$ cat config.mk
export PLATFORM = sky130hd
export DESIGN_NAME = alu8_regfile_core
export DESIGN_NICKNAME = d
export VERILOG_FILES = /design/src/rtl/alu8_pkg.sv /design/src/rtl/alu8_comb.sv /design/src/rtl/alu8_regfile_core.sv
export SDC_FILE = /design/constraint.sdc
export NUM_CORES = 1
export LEC_CHECK = 0
export BUFFER_PORTS_ARGS = -buffer_cell sky130_fd_sc_hd__buf_4
export CAP_MARGIN = 20
export CORE_ASPECT_RATIO = 1.2
export CORE_MARGIN = 1
export CORE_UTILIZATION = 60
export DETAILED_ROUTE_END_ITERATION = 6
export PLACE_DENSITY = 0.76
export SKIP_LAST_GASP = 1
export SYNTH_ARGS = -nofsm -noshare
export SYNTH_HDL_FRONTEND = slang
export SYNTH_HIERARCHICAL = 1
export SYNTH_SLANG_ARGS = --single-unit
$ cat constraint.sdc
create_clock -name clk -period 0.9 [get_ports clk]
set_input_delay 0.135 -clock clk [delete_from_list [all_inputs] [get_ports clk]]
set_output_delay 0.135 -clock clk [all_outputs]
set_load 0.02 [all_outputs]
$ cat src/rtl/alu8_pkg.sv
`default_nettype none
// ============================================================================
// Module      : alu8_pkg
// Description : Shared definitions for the 8-bit registered ALU: opcode
//               encoding, compare result codes and shift-mode bit positions.
// Ports       : (package, no ports)
// Revision    : 1.0 - initial release
// ============================================================================
package alu8_pkg;

   typedef enum logic [3:0] {
      OP_ADD  = 4'b0000,
      OP_SUB  = 4'b0001,
      OP_MUL  = 4'b0010,
      OP_DIV  = 4'b0011,
      OP_MOD  = 4'b0100,
      OP_AND  = 4'b0101,
      OP_OR   = 4'b0110,
      OP_XOR  = 4'b0111,
      OP_NOT  = 4'b1000,
      OP_NAND = 4'b1001,
      OP_NOR  = 4'b1010,
      OP_XNOR = 4'b1011,
      OP_CMP  = 4'b1100,
      OP_SHF  = 4'b1101,
      OP_GRAY = 4'b1110,
      OP_CLR  = 4'b1111
   } op_e;

   localparam logic [7:0] CMP_GT = 8'h01;
   localparam logic [7:0] CMP_LT = 8'h02;
   localparam logic [7:0] CMP_EQ = 8'h04;

   // Mode bits inside operand B for the shift opcode; lower index wins.
   localparam int SHM_SHL = 4;
   localparam int SHM_SHR = 5;
   localparam int SHM_ROL = 6;
   localparam int SHM_ROR = 7;

endpackage : alu8_pkg
`default_nettype wire

$ cat src/rtl/alu8_comb.sv
`default_nettype none
// ============================================================================
// Module      : alu8_comb
// Description : Combinational ALU core. Produces the next result and carry
//               from operands A/B, the opcode and the operand-mux value.
// Ports       : i_a, i_b    - operands (B also carries shift control)
//               i_op        - opcode
//               i_mux       - operand mux value (Gray conversion source)
//               o_y, o_carry- next result and carry
// Revision    : 1.0 - initial release
// ============================================================================
module alu8_comb
   import alu8_pkg::*;
#(
   parameter int WIDTH = 8
) (
   input  logic [WIDTH-1:0] i_a,
   input  logic [WIDTH-1:0] i_b,
   input  op_e              i_op,
   input  logic [WIDTH-1:0] i_mux,
   output logic [WIDTH-1:0] o_y,
   output logic             o_carry
);

   logic [WIDTH:0]       w_sum;
   logic [WIDTH:0]       w_diff;
   logic [2*WIDTH-1:0]   w_prod;
   logic [2:0]           w_n;
   logic [WIDTH:0]       w_shl;   // bit WIDTH holds the last bit shifted out
   logic [WIDTH:0]       w_shr;   // bit 0 holds the last bit shifted out
   logic [WIDTH-1:0]     w_rol;
   logic [WIDTH-1:0]     w_ror;

   assign w_sum  = {1'b0, i_a} + {1'b0, i_b};
   assign w_diff = {1'b0, i_a} - {1'b0, i_b};   // MSB set means borrow
   assign w_prod = {{WIDTH{1'b0}}, i_a} * {{WIDTH{1'b0}}, i_b};
   assign w_n    = i_b[2:0];
   assign w_shl  = {1'b0, i_a} << w_n;
   assign w_shr  = {i_a, 1'b0} >> w_n;
   // Rotates only used for n>=1, so the complementary shift stays < WIDTH.
   assign w_rol  = (i_a << w_n) | (i_a >> (WIDTH - int'(w_n)));
   assign w_ror  = (i_a >> w_n) | (i_a << (WIDTH - int'(w_n)));

   always_comb begin
      o_y     = '0;
      o_carry = 1'b0;
      case (i_op)
         OP_ADD:  begin o_y = w_sum[WIDTH-1:0];  o_carry = w_sum[WIDTH];  end
         OP_SUB:  begin o_y = w_diff[WIDTH-1:0]; o_carry = w_diff[WIDTH]; end
         OP_MUL:  begin
            o_y     = w_prod[WIDTH-1:0];
            o_carry = |w_prod[2*WIDTH-1:WIDTH];
         end
         OP_DIV:  begin
            if (i_b == '0) begin o_y = '1; o_carry = 1'b1; end
            else                 o_y = i_a / i_b;
         end
         OP_MOD:  begin
            if (i_b == '0) begin o_y = i_a; o_carry = 1'b1; end
            else                 o_y = i_a % i_b;
         end
         OP_AND:  o_y = i_a & i_b;
         OP_OR:   o_y = i_a | i_b;
         OP_XOR:  o_y = i_a ^ i_b;
         OP_NOT:  o_y = ~i_a;
         OP_NAND: o_y = ~(i_a & i_b);
         OP_NOR:  o_y = ~(i_a | i_b);
         OP_XNOR: o_y = ~(i_a ^ i_b);
         OP_CMP:  begin
            if (i_a > i_b)      o_y = CMP_GT;
            else if (i_a < i_b) o_y = CMP_LT;
            else                o_y = CMP_EQ;
         end
         OP_SHF:  begin
            o_y = i_a;
            if (w_n != 3'd0) begin
               if (i_b[SHM_SHL]) begin
                  o_y     = w_shl[WIDTH-1:0];
                  o_carry = w_shl[WIDTH];
               end else if (i_b[SHM_SHR]) begin
                  o_y     = w_shr[WIDTH:1];
                  o_carry = w_shr[0];
               end else if (i_b[SHM_ROL]) begin
                  o_y = w_rol;
               end else if (i_b[SHM_ROR]) begin
                  o_y = w_ror;
               end
            end
         end
         OP_GRAY: o_y = i_mux ^ (i_mux >> 1);
         OP_CLR:  o_y = '0;
         default: o_y = '0;
      endcase
   end

endmodule : alu8_comb
`default_nettype wire

$ cat src/rtl/alu8_regfile_core.sv
`default_nettype none
// ============================================================================
// Module      : alu8_regfile_core
// Description : 8-bit registered ALU. Registers result, carry, zero and done
//               each clock; exposes the combinational operand mux.
// Ports       : clk, rst      - clock, async active-high reset
//               accum, b_reg  - operands A and B
//               a_in          - opcode
//               in_it         - synchronous clear
//               mux_s         - operand select (0 accum, 1 b_reg)
//               y_out, carry, zero, done - registered result and flags
//               mux_o         - combinational operand mux
// Revision    : 1.0 - initial release
// ============================================================================
module alu8_regfile_core
   import alu8_pkg::*;
#(
   parameter int WIDTH = 8
) (
   input  logic             clk,
   input  logic             rst,
   input  logic [WIDTH-1:0] accum,
   input  logic [WIDTH-1:0] b_reg,
   input  logic [3:0]       a_in,
   input  logic             in_it,
   input  logic             mux_s,
   output logic [WIDTH-1:0] y_out,
   output logic             carry,
   output logic             zero,
   output logic             done,
   output logic [WIDTH-1:0] mux_o
);

   logic [WIDTH-1:0] w_y;
   logic             w_carry;
   logic [WIDTH-1:0] r_y;
   logic             r_carry;
   logic             r_zero;
   logic             r_done;

   assign mux_o = mux_s ? b_reg : accum;

   alu8_comb #(.WIDTH(WIDTH)) u_comb (
      .i_a     (accum),
      .i_b     (b_reg),
      .i_op    (op_e'(a_in)),
      .i_mux   (mux_o),
      .o_y     (w_y),
      .o_carry (w_carry)
   );

   always_ff @(posedge clk or posedge rst) begin
      if (rst) begin
         r_y     <= '0;
         r_carry <= 1'b0;
         r_zero  <= 1'b1;
         r_done  <= 1'b0;
      end else if (in_it) begin
         r_y     <= '0;
         r_carry <= 1'b0;
         r_zero  <= 1'b1;
         r_done  <= 1'b0;
      end else begin
         r_y     <= w_y;
         r_carry <= w_carry;
         r_zero  <= (w_y == '0);
         r_done  <= 1'b1;
      end
   end

   assign y_out = r_y;
   assign carry = r_carry;
   assign zero  = r_zero;
   assign done  = r_done;

endmodule : alu8_regfile_core
`default_nettype wire

==> results of run 1 <==
[per-stage QoR]
step	instance area [um2]	hold WS, ps
after floorplan	8080	-13.3
after global placement	10800	125
after detailed placement	10800	142
after CTS	11700	153
[cell families after synthesis]
logic type | count (synthesis)
fa+ha+maj | 141
xor+xnor | 33
mux | 51
buf+inv | 150
simple gates | 347
compound gates | 304
flops | 11
[cell usage after synthesis, types with 16 or more instances]
| cell type | n |
|---|---|
| nor3_1 | 38 |
| o21ai_0 | 68 |
| nor2_1 | 122 |
| a21oi_1 | 52 |
| mux2i_1 | 24 |
| clkbuf_1 | 40 |
| nand2_1 | 66 |
| fa_1 | 39 |
| ha_1 | 102 |
| inv_1 | 86 |
| xnor2_1 | 16 |
| xor2_1 | 17 |
| nor2b_1 | 30 |
| a211oi_1 | 21 |
[timing repair]
item / in CTS
cloned: 1
setup buffers: 34
hold endpoints to repair: 10
pin swaps: 48
setup endpoints to repair: 21
hold buffers: 1
gates resized for setup: 129
[layer usage]
metal  GRT overflow  global-route usage [%]
met4             73                    87.6
met3              5                    66.6
met5              1                    23.3
met1              9                    82.8
met2            195                     104
==> impl_results.md, run 1 <==
- Largest net degree at the start of global routing: 26
- Post-synth ARST share: 100%
- RD Place Congestion: 1.11
- Register bit total from synthesis: 11
- Synth area leaders: ha_1 17%, fa_1 10%, nor2_1 6.0%
- Prevailing post-synth register cell: dfrtp_1
- Status: aborted with a tool error
- Die Span Y: 125 um
- Simple-gate share of the synthesized area: 22.4%
- CTS root buffer: clkbuf_16
- Seq/Total Area, Yosys: 3.63%
- Max Root-Sink Buffers: 2
- Mux contribution to synthesized area: 8.33%
- # rows: 44
- Ys Warns: 6
- Vias in the first global route: 14171
- Largest family of logic cells by synthesized area: compound AO/OA/AOI/OAI gates
- Cell taking the most area after synthesis: ha_1
- Overall routing resource usage: 84.4%
- Failing step: global routing
- Syn Nets: 1202
- EDFF count, synth: 0
- Detailed placer's ending HPWL: 27800 um
- Synth cell types: 81
- Mapped Area: 0.00761 mm2
- Gr ovfl total: 283
- Synth Area in Compound Gates: 27.2%
- Synth Area in Adders: 27.0%
- I/O Buffers: 42
- Die width: 105 um
- Clock sinks: 11
- Setup slack at placement: -9740 ps
- Starting Density: 62.3%
- Cells after synthesis: 1037
- Num CTS Buffers: 3
- Tool Error: [ERROR GRT-0116] Global routing finished with congestion. Check the congestion regions in the DRC Viewer.
- First-pass GRT wire length: 86700 um
- Yosys top cell area share: 16.8%
- Inst Count DP: 1513
- XOR/XNOR Fraction of Synth Area: 3.80%
- H-tree Lvls: 1
- Avg Inst Size Synth: 7.34 um2
- I/O pins: 43
==> run 2, diff against run 1 <==
--- a/config.mk
+++ b/config.mk
@@ -7,11 +7,10 @@
 export LEC_CHECK = 0
 export BUFFER_PORTS_ARGS = -buffer_cell sky130_fd_sc_hd__buf_4
 export CAP_MARGIN = 20
-export CORE_ASPECT_RATIO = 1.2
 export CORE_MARGIN = 1
-export CORE_UTILIZATION = 60
+export CORE_UTILIZATION = 40
 export DETAILED_ROUTE_END_ITERATION = 6
-export PLACE_DENSITY = 0.76
+export PLACE_DENSITY_LB_ADDON = 0.15
 export SKIP_LAST_GASP = 1
 export SYNTH_ARGS = -nofsm -noshare
 export SYNTH_HDL_FRONTEND = slang
==> run 2 against run 1 <==
The flow now finishes, with violations (negative setup slack). Synthesized cell count unchanged. Synthesized area unchanged.
==> impl_results.md, run 2 <==
- Status: complete, but fails checks (was aborted with a tool error)
- Failing checks: negative setup slack
- Clock sinks: 11 (unchanged)
- P&R area growth vs syn: 64.0%
- Final Hold Viols: 0
- Max Cap Viol: 0
- RD Place Congestion: 0.986 (was 1.11)
- Setup crit end kind: flop
- P_sw: 7.12 mW
- Clock power share: 5.2%
- DRT Pass-1 Iters: 5
- Worst IR Drop VDD: 0.00228 V
- Setup TNS: -87280 ps
- CP max FO: 6
- Starting Density: 40.7% (was 62.3%)
- Via/cell ratio: 5.96
- Mapped Area: 0.00761 mm2 (unchanged)
- Worst hold path class: in -> reg
- Power Total: 15.4 mW
- RSZ-0062 raised after global routing: yes
- Area of the multi-input gates: 0.00759 mm2
- Most common cell after layout, fill and taps aside: buf_4
- Comb power frac: 91.2%
- H-tree Lvls: 1 (unchanged)
- Cell taking the most area after synthesis: ha_1 (unchanged)
- CP arrival: 10340 ps
- Cell area power density: 1230 mW/mm2
- Cells after synthesis: 1037 (unchanged)
- Synth cell types: 81 (unchanged)
- Filler instances: 1584
- Drt drc: 0
- Rel. slew slack: 40.8%
- Most frequent cells after synthesis: 122 x nor2_1, 102 x ha_1, 86 x inv_1 (unchanged)
- Clk slew on worst S/H paths: 40 ps
- Yosys top cell area share: 16.8% (unchanged)
- Die area: 0.0196 mm2
- WL per Instance: 21.2 um
- Largest net degree at the start of global routing: 26
- Initial antenna violation count: 0
- Final period util: 1130%
- Reg power frac: 3.7%
- Core ar.: 0.0187 mm2
- Post-Route Utilization: 66.7%
- Synth area leaders: ha_1 17%, fa_1 10%, nor2_1 6.0% (unchanged)
- CP peak stage delay: 480 ps
- Storage element area: 277 um2
- Hold slack final: 145 ps
- Hold EP: y_out[0]
- Ant. Diodes: 0
- Total number of vias: 10050
- Overall routing resource usage: 35.7%
- Setup Viol. Count Final: 19
- Max Root-Sink Buffers: 2 (unchanged)
- Fmax: 98.3 MHz
- Post-synth ARST share: 100% (unchanged)
- # rows: 50 (was 44)
- Max Slew Vio Count: 0
- Hold_sp: in_it
- Ratio of cells with drive above 1 in the final layout: 43.6%
- Die width: 140 um (was 105 um)
- Leak pwr: 5.87 nW
- CTS tree: built
- Setup CP Type: in -> reg
- Antenna viol nets, final: 0
- Most frequent CP cell: ha_4
- Tmin final: 10170 ps
- CTS root buffer: clkbuf_16 (unchanged)
- Max reg flops: 8
- Slowest stage cell, crit path: or4_1
- Total Routed Length: 35700 um
- Switch share: 46.3%
- Detailed placer's ending HPWL: 26300 um (was 27800 um)
- Prevailing post-synth register cell: dfrtp_1 (unchanged)
- Worst-margin pin slew: 881 ps
- I/O Buffers: 42 (unchanged)
- Die Span Y: 140 um (was 125 um)
- Worst setup SP type: input pin
- DR iter-0 viols: 793
- Crit path required time: 1070 ps
- EDFF count, synth: 0 (unchanged)
- Most frequent cells in the layout: 418 x buf_4, 115 x nor2_1, 86 x ha_1
- Seq/Total Area, Yosys: 3.63% (unchanged)
- First-pass GRT wire length: 54300 um
- Gr ovfl total: 0
- Ys Warns: 6 (unchanged)
- I/O pins: 43 (unchanged)
- Num CTS Buffers: 3 (unchanged)
- Register bit total from synthesis: 11 (unchanged)
- Most frequent cell after synthesis: nor2_1 (unchanged)
- Vias in the first global route: 9731
- Syn Nets: 1202 (unchanged)
- Final net count: 1619
- Cell Int Power: 8.27 mW
- Worst setup margin: -9270 ps
- Avg Inst Size Synth: 7.34 um2 (unchanged)
- Hold-critical path depth: 2
==> run 2: cell counts after synthesis <==
Identical to the previous run, type by type.
==> run 2: how the worst max path moves through the flow <==
| stage | start | end | slack, ps | cells after the start |
|---|---|---|---|---|
| 6_report | b_reg[4] | zero | -9270 | 55 |
| 5_1_grt | b_reg[4] | zero | -9750 | 55 |
| 4_1_cts | b_reg[4] | zero | -8960 | 53 |
| 3_5_place_dp | b_reg[2] | zero | -9530 | 51 |
| 3_3_place_gp | b_reg[2] | zero | -9340 | 50 |
| 2_1_floorplan | b_reg[0] | zero | -9250 | 52 |
==> run 2: timing repair <==
| action | 4_1_cts | 5_1_grt |
|---|---|---|
| hold buffers | 1 | 0 |
| pin swaps | 66 | 48 |
| cloned | 3 | 0 |
| hold endpoints to repair | 10 | 0 |
| resized for setup | 139 | 38 |
| setup endpoints to repair | 19 | 19 |
| buffers inserted | 57 | 18 |
==> run 2: worst max-delay path, delay by kind of cell <==
family	cells	cell delay (ps)
adder cells (fa/ha/maj)	7	1780
buffers and inverters	7	1060
multiplexers	3	790
AO/OA/AOI/OAI	25	4060
AND/OR/NAND/NOR	13	2510
==> run 2: layer usage <==
layer | up-vias | wire length (um) | global-route usage [%]
li1 | 4635 | - | -
met1 | 4771 | 14700 | 46.6
met2 | 518 | 16300 | 59.8
met3 | 126 | 2960 | 4.65
met4 | 0 | 1750 | 14.0
met5 | - | 0 | 0
==> run 2: power by group through the flow <==
stage	sequential, mW	clock [mW]	combinational, mW
2_1_floorplan	0.647	0	6.78
3_3_place_gp	0.572	0	11.5
3_5_place_dp	0.573	0	11.6
4_1_cts	0.567	0.804	13.2
5_1_grt	0.570	0.820	15.2
6_report	0.566	0.792	14.0
==> run 2: final cells by class <==
cell class	count	share of cell area, %
Tap cell	234	2.34
Clock buffer	4	0.631
Inverter	91	2.90
Multi-Input combinational cell	876	60.8
Sequential cell	11	2.21
Timing Repair Buffer	471	31.1
==> run 2: logic make-up after synthesis <==
kind of cell	count (synthesis)	synth area share (%)
AO/OA/AOI/OAI	304	27.2
AND/OR/NAND/NOR	347	22.4
adder cells (fa/ha/maj)	141	27.0
XOR/XNOR	33	3.80
flip-flops	11	3.63
buffers and inverters	150	7.66
multiplexers	51	8.33
==> run 2: stage by stage <==
stage | cells | instance area, um2 | worst slack [ps]
floorplan | 1037 | 8080 | -9250
global placement | 1612 | 11000 | -9340
detailed placement | 1612 | 11000 | -9530
CTS | 1670 | 12100 | -8960
global route | 1687 | 12500 | -9750
finish | 1687 | 12500 | -9270
(Power assumes the default switching activity.)
==> run 3, diff against run 2 <==
--- a/config.mk
+++ b/config.mk
@@ -5,6 +5,7 @@
 export SDC_FILE = /design/constraint.sdc
 export NUM_CORES = 1
 export LEC_CHECK = 0
+export ABC_AREA = 1
 export BUFFER_PORTS_ARGS = -buffer_cell sky130_fd_sc_hd__buf_4
 export CAP_MARGIN = 20
 export CORE_MARGIN = 1
==> run 3 against run 2 <==
The flow still finishes with violations (negative setup slack). Largest cell class unchanged. Critical endpoint unchanged. Design area is 5.2% lower. Fmax is 18% higher. Sequential share of layout area is 0.12 points higher. Setup slack better by 1600 ps. Highest routed layer unchanged.
==> impl_results.md, run 3 <==
- Slowest stage cell, crit path: ha_4 (was or4_1)
- Setup crit end kind: flop (unchanged)
- Worst IR Drop VDD: 0.00199 V (was 0.00228 V)
- GRT met1 Usage: 41.6% (was 46.6%)
- Final period util: 957% (was 1130%)
- Most frequent cell after synthesis: nand2_1 (was nor2_1)
- H-tree Lvls: 1 (unchanged)
- Cell taking the most area after synthesis: ha_1 (unchanged)
- Ratio of cells with drive above 1 in the final layout: 37.7% (was 43.6%)
- Power Total: 14.6 mW (was 15.4 mW)
- Gr ovfl total: 0 (unchanged)
- Largest net degree at the start of global routing: 23 (was 26)
- Busiest grt layer: met2 (unchanged)
- Setup TNS: -73510 ps (was -87280 ps)
- # rows: 49 (was 50)
- Overall routing resource usage: 32.9% (was 35.7%)
- Yosys top cell area share: 17.3% (was 16.8%)
- Most frequent cells after synthesis: 295 x nand2_1, 223 x inv_1, 102 x ha_1 (was 122 x nor2_1, 102 x ha_1, 86 x inv_1)
- Worst-margin pin slew: 521 ps (was 881 ps)
- Crit path required time: 1060 ps (was 1070 ps)
- Post-synth ARST share: 100% (unchanged)
- Rel. slew slack: 65.1% (was 40.8%)
- Cell area power density: 1230 mW/mm2 (about the same)
- DR iter-0 viols: 694 (was 793)
- Total number of vias: 9535 (was 10050)
- Synth area leaders: ha_1 17%, nand2_1 15%, inv_1 11% (was ha_1 17%, fa_1 10%, nor2_1 6.0%)
- Die area: 0.0190 mm2 (was 0.0196 mm2)
- DRT Pass-1 Iters: 5 (unchanged)
- Worst setup SP type: input pin (unchanged)
- Setup slack at placement: -8040 ps (was -9530 ps)
- Die width: 138 um (was 140 um)
- Clk slew on worst S/H paths: 40 ps (about the same)
- Total Routed Length: 31900 um (was 35700 um)
- Max reg flops: 8 (unchanged)
- I/O pins: 43 (unchanged)
- GR Layer Usage met3: 4.16% (was 4.65%)
- Status: complete, but fails checks (unchanged)
- Die Span Y: 138 um (was 140 um)
- CP max FO: 8 (was 6)
- RD Place Congestion: 1.01 (was 0.986)
- Failing checks: negative setup slack (unchanged)
- Met2 Use GR: 57.4% (was 59.8%)
- Final net count: 1762 (was 1619)
- Fmax: 116 MHz (was 98.3 MHz)
- Max Slew Vio Count: 0 (unchanged)
- Max Root-Sink Buffers: 2 (unchanged)
- WL per Instance: 17.5 um (was 21.2 um)
- Avg Inst Size Synth: 6.05 um2 (was 7.34 um2)
- Leak pwr: 6.42 nW (was 5.87 nW)
- Starting Density: 40.9% (was 40.7%)
- Worst hold path class: in -> reg (unchanged)
- Seq/Total Area, Yosys: 3.75% (was 3.63%)
- Max Cap Viol: 0 (unchanged)
- Final Hold Viols: 0 (unchanged)
- Synth cell types: 55 (was 81)
- CTS root buffer: clkbuf_16 (unchanged)
- Prevailing post-synth register cell: dfrtp_1 (unchanged)
- Setup Viol. Count Final: 19 (unchanged)
- EDFF count, synth: 0 (unchanged)
- Core ar.: 0.0180 mm2 (was 0.0187 mm2)
- CP arrival: 8770 ps (was 10340 ps)
- Most frequent cells in the layout: 371 x buf_4, 262 x nand2_1, 210 x inv_1 (was 418 x buf_4, 115 x nor2_1, 86 x ha_1)
- CP peak stage delay: 280 ps (was 480 ps)
- Num CTS Buffers: 3 (unchanged)
- Post-Route Utilization: 65.7% (was 66.7%)
- Via/cell ratio: 5.22 (was 5.96)
- Antenna viol nets, final: 0 (unchanged)
- P&R area growth vs syn: 60.4% (was 64.0%)
- Tmin final: 8610 ps (was 10170 ps)
- Most frequent CP cell: nand2_2 (was ha_4)
- Register bit total from synthesis: 11 (unchanged)
- CTS tree: built (unchanged)
- Vias in the first global route: 9135 (was 9731)
- Clock sinks: 11 (unchanged)
- Hold slack final: 129 ps (was 145 ps)
- Ys Warns: 6 (unchanged)
- Ant. Diodes: 0 (unchanged)
- Initial antenna violation count: 0 (unchanged)
- Mapped Area: 0.00738 mm2 (was 0.00761 mm2)
- Setup CP Type: in -> reg (unchanged)
- Cells after synthesis: 1220 (was 1037)
- Drt drc: 0 (unchanged)
- First-pass GRT wire length: 47500 um (was 54300 um)
- Detailed placer's ending HPWL: 24900 um (was 26300 um)
- Worst setup margin: -7710 ps (was -9270 ps)
- RSZ-0062 raised after global routing: yes (unchanged)
- Most common cell after layout, fill and taps aside: buf_4 (unchanged)
- I/O Buffers: 42 (unchanged)
- Syn Nets: 1385 (was 1202)
==> run 3: metal layers <==
layer  vias to the layer above  routed length (um)
met5                         -                   0
met2                       368               15300
met1                      4391               13200
li1                       4691                   -
met3                        85                2180
met4                         0                1150
==> run 3: report_power, final <==
group / switching, mW / internal (mW)
Combinational: 6.82 / 6.43
Clock: 0.186 / 0.591
Sequential: 0.0253 / 0.553
Total: 7.03 / 7.57
==> run 3: what timing repair did <==
action,in CTS,in global routing
pin swaps,58,88
setup endpoints to repair,19,28
resized for setup,117,77
hold buffers,1,0
setup buffers,32,19
hold endpoints to repair,10,0
cloned,1,0
==> run 3: worst paths after layout <==
kind | depth (start not counted) | start | slack, ps | to
max | 71 | b_reg[0] | -7710 | zero
min in group asynchronous | 3 | rst | 470 | y_out[0]
max in group asynchronous | 3 | rst | 110 | zero
min | 2 | in_it | 130 | y_out[4]
==> run 3: critical path, delay by kind of cell <==
family / cells / cell delay (ps)
and+or+nand+nor: 38 / 4040
adders and majority gates: 8 / 1960
AOI/OAI and AO/OA: 12 / 1620
buffers and inverters: 11 / 690
xor gates and xnor gates: 2 / 310
==> run 3: layout make-up <==
type | instances | area, um2
tap | 229 | 287
multi-input combinational | 939 | 6990
inverter | 237 | 917
clock buffer | 4 | 78.8
fill | 1611 | 6190
timing repair buffer | 405 | 3290
sequential | 11 | 277
==> run 3: kinds of logic (layout without fill, tap and decap cells) <==
group | Yosys count | count (layout) | synth area share [%]
compound gates | 247 | 247 | 19.3
fa+ha+maj | 141 | 141 | 27.9
flops | 11 | 11 | 3.75
xor+xnor | 36 | 36 | 4.27
simple gates | 515 | 515 | 30.6
buf+inv | 270 | 646 | 14.2
==> run 3: through the flow <==
stage          cells  cell area [um2]
6_report        1825            11800
5_1_grt         1825            11800
4_1_cts         1806            11300
3_5_place_dp    1769            10500
3_3_place_gp    1769            10500
2_1_floorplan   1220             7710
